<file path="src/rtl/fetch_source.sv">
// Instruction fetch source: drives SRAM requests and presents one slot downstream.
// Optional FETCH_ADEL_CHECK_EN flags misaligned fetches instead of issuing them.
module fetch_source #(
    parameter logic [31:0] RESET_PC = 32'hBFC00000
) (
    input  logic        clk,
    input  logic        reset,
    input  logic        post_allowin,
    output logic        goon_valid,
    output logic [31:0] pc,
    output logic [31:0] instruction,
    output logic        sig_adel,
    input  logic        br_taken,
    input  logic [31:0] br_target,
    input  logic        exc_flush,
    input  logic [31:0] exc_target,
    output logic        inst_sram_en,
    output logic [31:0] inst_sram_addr,
    input  logic [31:0] inst_sram_rdata
);

    logic [31:0] fetch_pc_q, fetch_pc_d;
    logic        out_valid_q, out_valid_d;
    logic [31:0] out_pc_q, out_pc_d;
    logic        buf_valid_q, buf_valid_d;
    logic [31:0] buf_data_q, buf_data_d;
    logic        out_adel_q, out_adel_d;

    logic        redirect;
    logic [31:0] target;
    logic        issue;
    logic        adel_hit;

    always_comb begin
        redirect = exc_flush | br_taken;
        target   = exc_flush ? exc_target : br_target;
        issue    = !redirect && (!out_valid_q || post_allowin);
`ifdef FETCH_ADEL_CHECK_EN
        adel_hit = (fetch_pc_q[1:0] != 2'b00);
`else
        adel_hit = 1'b0;
`endif

        fetch_pc_d  = fetch_pc_q;
        out_valid_d = out_valid_q;
        out_pc_d    = out_pc_q;
        buf_valid_d = buf_valid_q;
        buf_data_d  = buf_data_q;
        out_adel_d  = out_adel_q;

        if (redirect) begin
            fetch_pc_d  = target;
            out_valid_d = 1'b0;
            buf_valid_d = 1'b0;
            out_adel_d  = 1'b0;
        end else if (issue) begin
            fetch_pc_d  = fetch_pc_q + 32'd4;
            out_valid_d = 1'b1;
            out_pc_d    = fetch_pc_q;
            buf_valid_d = 1'b0;
            out_adel_d  = adel_hit;
        end else if (out_valid_q && !post_allowin && !buf_valid_q) begin
            // SRAM data is only valid for one cycle; capture it while the slot stalls
            buf_data_d  = inst_sram_rdata;
            buf_valid_d = 1'b1;
        end
    end

    always_ff @(posedge clk) begin
        if (reset) begin
            fetch_pc_q  <= RESET_PC;
            out_valid_q <= 1'b0;
            out_pc_q    <= 32'd0;
            buf_valid_q <= 1'b0;
            buf_data_q  <= 32'd0;
            out_adel_q  <= 1'b0;
        end else begin
            fetch_pc_q  <= fetch_pc_d;
            out_valid_q <= out_valid_d;
            out_pc_q    <= out_pc_d;
            buf_valid_q <= buf_valid_d;
            buf_data_q  <= buf_data_d;
            out_adel_q  <= out_adel_d;
        end
    end

    assign inst_sram_en   = issue && !reset && !adel_hit;
    assign inst_sram_addr = fetch_pc_q;
    assign goon_valid     = out_valid_q;
    assign pc             = out_pc_q;
`ifdef FETCH_ADEL_CHECK_EN
    assign sig_adel       = out_adel_q;
    assign instruction    = out_adel_q ? 32'd0 :
                            (buf_valid_q ? buf_data_q : inst_sram_rdata);
`else
    assign sig_adel       = 1'b0;
    assign instruction    = buf_valid_q ? buf_data_q : inst_sram_rdata;
`endif

endmodule

</file>
<file path="config.mk">
export PLATFORM = sky130hd
export DESIGN_NAME = fetch_source
export DESIGN_NICKNAME = d
export VERILOG_FILES = /design/src/rtl/fetch_source.sv
export SDC_FILE = /design/constraint.sdc
export NUM_CORES = 1
export LEC_CHECK = 0
export BUFFER_PORTS_ARGS = -buffer_cell sky130_fd_sc_hd__buf_2
export CORE_ASPECT_RATIO = 1.1
export CORE_UTILIZATION = 45
export CTS_BUF_LIST = sky130_fd_sc_hd__clkbuf_8
export DETAILED_ROUTE_END_ITERATION = 16
export PLACE_DENSITY = 0.87
export REMOVE_ABC_BUFFERS = 1
export SLEW_MARGIN = 20
export SYNTH_ARGS = -nofsm -noshare
export SYNTH_HDL_FRONTEND = slang
export SYNTH_SLANG_ARGS = --single-unit
</file>
<file path="constraint.sdc">
create_clock -name clk -period 2.9 [get_ports clk]
set_input_delay 0.29 -clock clk [delete_from_list [all_inputs] [get_ports clk]]
set_output_delay 0.29 -clock clk [all_outputs]
set_load 0.01 [all_outputs]
</file>
==> results of run 1 <==
## cells by family after synthesis
family                     after synthesis  share of synthesized area, %
AOI/OAI and AO/OA                      172                          21.7
xor gates and xnor gates                 7                          1.26
adders and majority gates                1                         0.257
buffers and inverters                   56                          4.45
DFF                                     98                          40.4
muxes                                   38                          8.65
other                                    1                        0.0772
and+or+nand+nor                        247                          23.2
## flip-flops by register name (all words and copies together) (netlist names)
signal          count
buf_valid_q         1
inst_sram_addr     32
goon_valid          1
buf_data_q         32
pc                 32
## cell type report
type	instances	area [um^2]
Antenna cell	1	2.50
Multi-Input combinational cell	466	2690
Fill cell	988	4240
Sequential cell	98	1960
Clock inverter	5	61.3
Inverter	9	33.8
Clock buffer	11	151
Timing Repair Buffer	215	1120
Tap cell	143	179
## layout by cell type (no fill, tap or decap), types with 3 or more instances in the layout
master     synthesis  routed
clkbuf_8           0      11
o21ai_0           19      19
nor2b_1            5       5
nand3_1           16      16
nor3b_1            4       4
dfxtp_1           98      98
nand2b_1           5       5
and4_1             4       4
or4_1              3       3
nand2_1          152     152
nand4_1            7       7
a211o_1            5       5
nor4_1             4       4
o22ai_1            5       5
or2_2              3       3
o2bb2ai_1          3       3
xor2_1             3       3
buf_4              1      18
mux2_2            32      32
nor3_1            12      12
nor2_1            20      18
buf_2              2     197
a211oi_1          12      12
xnor2_1            4       4
mux2i_1            6       6
a2bb2oi_1          3       3
inv_1              9       9
o31ai_1            4       4
a21oi_1           87      87
a22oi_1           15      15
and3_1             3       3
## report_power, final
part           leakage (uW)  internal [uW]  switching [uW]
Sequential         0.000799           1400            64.8
Combinational       0.00174            209             251
Clock              0.000110            451             483
## stage by stage
step           area, um^2  cells
2_1_floorplan        4680    573
4_1_cts              6190    947
6_report             6200    948
3_5_place_dp         5980    931
3_3_place_gp         5980    931
5_1_grt              6200    947
## metal layers
layer	routed length [um]	vias to the layer above
li1	-	2554
met1	6290	2369
met2	6950	238
met3	1210	15
met4	144	0
met5	0	-
## worst reg2reg max path, delay by kind of cell, from the launching register on
family | cells | cell delay (ns)
AND/OR/NAND/NOR | 4 | 1.45
flip-flops | 1 | 0.49
AO/OA/AOI/OAI | 1 | 0.17
## final timing paths
path / from / end / slack (ns) / cells after the start
setup / recovery: inst_sram_addr[7] / inst_sram_addr[23] / 0.70 / 5
hold / removal: exc_target[2] / inst_sram_addr[2] / 0.16 / 3
setup reg to reg: inst_sram_addr[7] / inst_sram_addr[23] / 0.70 / 5
hold reg to reg: pc[3] / pc[3] / 0.45 / 2
==> impl_metrics.yaml, run 1 <==
floorplan:
  num_rows: 39
  die_w_um: 101
  initial_core_util_pct: 46.5
  die_y_um: 111
  die_area_um2: 11200
  io_pins: 200
  placeableCoreArea_um2: 10400
final_layout:
  drive_above_1_share_pct: 34.1
  finalNetCount: 901
  fin_util_pct: 59.4
  areaGrowthSynthToFinish_pct: 27.5
worst_setup_path:
  critPathMaxStageDelay_ns: 0.71
  crit_path_start_kind: "flip-flop"
  path_buf_inv: 0
  crit_fanout: 10
  arrival_ns: 2.45
  cp_cell_sequence: "nand4_2 -> or4_1 -> or4_1 -> a21oi_1 -> nor3_1"
  endpoint_kind: "flip-flop"
  worstPathRequired_ns: 3.16
  crit_slowest_cell: "or4_1"
  critical_path_class: "reg2reg"
  cp_top_family: "simple AND/OR/NAND/NOR gates"
  path_common_cell: "or4_1"
routing:
  drtPass1Iterations: 5
  wirelength_mm: 14.6
  drc_errors: 0
  via_per_inst: 5.46
  wl_per_cell_um: 15.4
  vias: 5176
  ant_nets: 0
  drt_iter0_drc: 238
global_route:
  grt_util_met3_pct: 5.80
  busiest_layer: "met2"
  grt_max_degree: 56
  grt_util_all_layers_pct: 26.0
  met2_usage_pct: 43.8
  grtUsageMet1_pct: 32.8
  grt_pass1_wl_mm: 23.1
  grt_overflow_total: 0
  grt_pass1_vias: 4722
  antenna_found_initial: 0
synthesis:
  synth_top_area_share_pct: 40.4
  ys_seq_area_share_pct: 40.4
  ys_seq_elements: 98
  synth_common_cells: "nand2_1, dfxtp_1, a21oi_1"
  ys_top_cells_by_area: "dfxtp_1, nand2_1, a21oi_1"
  synth-warning-count: 0
  yosys.area.top_type: "dfxtp_1"
  syn_area_um2: 4860
  synth_most_common_cell: "nand2_1"
  async_flop_share_pct: 0
  syn_inst: 620
  synth_edf_count: 0
  syn_avg_cell_area_um2: 7.84
  synth.distinct_cells: 55
  synth_ff_type: "dfxtp_1"
clock_network:
  cts_tree: "built"
  root_buffer: "clkbuf_8"
  postCtsSetupBuffers: 0
  path_clk_slew_ns: 0.09
  cts-htree-levels: 3
  clockBufferDepth: 2
  holdBufCountCts: 0
  cts_resized: 0
  clock-sinks: 98
  clock_latency_ns: 0.36
  cts_buffers: 9
sta:
  finalSetupViolCount: 0
  slew_viol_final: 0
  tightest_slew_ns: 0.613
  tns_ns: 0
  skew_ns: 0.00608
  fin_hold_ws_ns: 0.159
  fin_crit_ns: 2.20
  finalHoldViolCount: 0
  finalCritPeriodShare_pct: 75.7
  relSlewSlack_pct: 58.8
  fin_ws_ns: 0.704
  rsz0062_at_grt: "no"
  max_freq_ghz: 0.455
pwr:
  leakage_uw: 0.00265
  total_power_uw: 2860
  p_per_area_nw_per_um2: 461
  ir_worst_vdd_uv: 278
placed_design:
  port_buffers: 198
  hpwl_mm: 10.6
  post-place-ws_ns: 0.635
  globalplace.congestion: 0.869
outcome:
  status: "completed"
job:
  max_cap_viol_count: 0
worst_hold_path:
  hp-class: "in2reg"
Note: power is estimated with default switching activity, not from simulation.
==> run 2, diff against run 1 <==
--- a/config.mk
+++ b/config.mk
@@ -10,7 +10,7 @@
 export CORE_UTILIZATION = 45
 export CTS_BUF_LIST = sky130_fd_sc_hd__clkbuf_8
 export DETAILED_ROUTE_END_ITERATION = 16
-export PLACE_DENSITY = 0.87
+export PLACE_DENSITY = 0.89
 export REMOVE_ABC_BUFFERS = 1
 export SLEW_MARGIN = 20
 export SYNTH_ARGS = -nofsm -noshare
==> constraint.sdc (replaced) <==
create_clock -name clk -period 1.87 [get_ports clk]
set_input_delay 0.187 -clock clk [delete_from_list [all_inputs] [get_ports clk]]
set_output_delay 0.187 -clock clk [all_outputs]
set_load 0.01 [all_outputs]
==> run 2 against run 1 <==
  * Cell area grew 7.0%
  * Clock power grew 51%
  * Wire length grew 5.9%
  * Sequential share of layout area shrank 2.0 points
  * Cell count grew 4.5%
  * Sequential cell count is the same
  * Global-route usage grew 1.3 points
  * Critical endpoint unchanged
==> impl_metrics.yaml, run 2 (same netlist as run 1, synthesis figures left out) <==
floorplan:
  initial_core_util_pct: 46.5
  die_area_um2: 11200
  die_y_um: 111
  num_rows: 39
  placeableCoreArea_um2: 10400
  io_pins: 200
  die_w_um: 101
job:
  max_cap_viol_count: 0
routing:
  drtPass1Iterations: 5
  wl_per_cell_um: 15.6
  vias: 5471
  drc_errors: 0
  ant_nets: 0
  drt_iter0_drc: 418
  via_per_inst: 5.52
  wirelength_mm: 15.5
placed_design:
  globalplace.congestion: 0.899
  post_dp_cell_area_um2: 6330
  hpwl_mm: 11.3
  port_buffers: 198
sta:
  skew_ns: 0.0113
  slew_viol_final: 0
  finalSetupViolCount: 0
  rsz0062_at_grt: "yes"
  tns_ns: 0
  finalHoldViolCount: 0
  finalCritPeriodShare_pct: 98.4
  fin_crit_ns: 1.84
  max_freq_ghz: 0.544
final_layout:
  layout_common_cells: "buf_2, nand2_1, dfxtp_1, a21oi_1, buf_4"
  stdcell_area_um2: 6630
  multi_input_area_um2: 2760
  finalNetCount: 945
  n_fill_cell: 915
  diodes: 0
  drive_above_1_share_pct: 39.2
  final_common_cell: "buf_2"
  areaGrowthSynthToFinish_pct: 36.5
  ff_latch_area_um2: 1970
clock_network:
  cts_buffers: 9
  cts-htree-levels: 3
  path_clk_slew_ns: 0.10
  holdBufCountCts: 0
  clockBufferDepth: 2
  cts_tree: "built"
  clock_latency_ns: 0.37
  root_buffer: "clkbuf_8"
  clock-sinks: 98
pwr:
  ir_worst_vdd_uv: 387
  leakage_uw: 0.00290
  p_per_area_nw_per_um2: 675
worst_setup_path:
  worst_r2r_path_depth: 5
  crit_slowest_cell: "or4_4"
  cp_cell_sequence: "nand4_4 -> or4_4 -> or4_4 -> a21oi_2 -> nor3_1"
  arrival_ns: 2.10
  r2r_slack_ns: 0.03
  crit_path_start_kind: "flip-flop"
  r2r_end: "inst_sram_addr[23]"
  path_common_cell: "or4_4"
  crit_fanout: 8
  regToRegStartpoint: "inst_sram_addr[10]"
  critPathMaxStageDelay_ns: 0.61
  worstPathRequired_ns: 2.13
  endpoint_kind: "flip-flop"
  critical_path_class: "reg2reg"
worst_hold_path:
  worstHoldStart: "exc_target[1]"
  hp-class: "in2reg"
  min_delay_path_depth: 3
  min_delay_worst_endpoint: "inst_sram_addr[1]"
global_route:
  grt_pass1_wl_mm: 24.0
  grt_pass1_vias: 4957
  grt_max_degree: 68
  grt_util_all_layers_pct: 27.2
  antenna_found_initial: 0
  grt_overflow_total: 0
outcome:
  status: "completed"
-- run 2: per-layer routing --
| layer | track usage (%) | routed length [um] | vias to the layer above |
|---|---|---|---|
| li1 | - | - | 2639 |
| met1 | 33.6 | 6460 | 2508 |
| met2 | 45.0 | 7280 | 279 |
| met3 | 5.67 | 1240 | 45 |
| met4 | 12.3 | 474 | 0 |
| met5 | 0 | 0 | - |
-- run 2: critical path, delay by kind of cell (launching register included) --
kind	cells	cell delay, ns
and+or+nand+nor	4	1.24
DFF	1	0.36
AOI/OAI and AO/OA	1	0.14
-- run 2: how the worst max path moves through the flow --
stage | from | to | slack (ns) | depth (start not counted)
after floorplan | goon_valid | buf_data_q[0] | -0.80 | 5
after global placement | inst_sram_addr[10] | inst_sram_addr[23] | 0.04 | 6
after detailed placement | inst_sram_addr[10] | inst_sram_addr[23] | -0.02 | 6
after CTS | inst_sram_addr[10] | inst_sram_addr[23] | 0.001 | 6
after global routing | inst_sram_addr[10] | inst_sram_addr[23] | -0.03 | 5
final | inst_sram_addr[10] | inst_sram_addr[23] | 0.03 | 5
-- run 2: repair_timing --
action	in CTS	in global routing
buffers inserted	0	3
endpoints found under the setup margin	3	10
gates resized for setup	6	13
pin swaps	0	2
-- run 2: metrics by stage --
| step | std cells | util (%) | worst slack, ns | hold slack (ns) | total power (uW) |
|---|---|---|---|---|---|
| finish | 991 | 63.5 | 0.0301 | 0.0386 | 4480 |
| global route | 991 | 63.5 | -0.0285 | 0.0461 | 4680 |
| CTS | 989 | 62.8 | 0.00110 | 0.0285 | 4490 |
| detailed placement | 973 | 60.7 | -0.0232 | 0.425 | 3100 |
| global placement | 973 | 60.7 | 0.0412 | 0.423 | 3080 |
| floorplan | 573 | - | -0.805 | 0.256 | 2630 |
-- run 2: layout make-up --
class	instances	share of cell area, %
timing repair buffer	259	22.5
clock inverter	6	0.981
clock buffer	10	2.08
tap	143	2.70
inverter	9	0.509
sequential	98	29.7
multi-input combinational	466	41.6
-- run 2: power by group --
group | internal [uW] | switching, uW
clock | 657 | 748
sequential | 2170 | 56.9
combinational | 384 | 461
total | 3210 | 1270
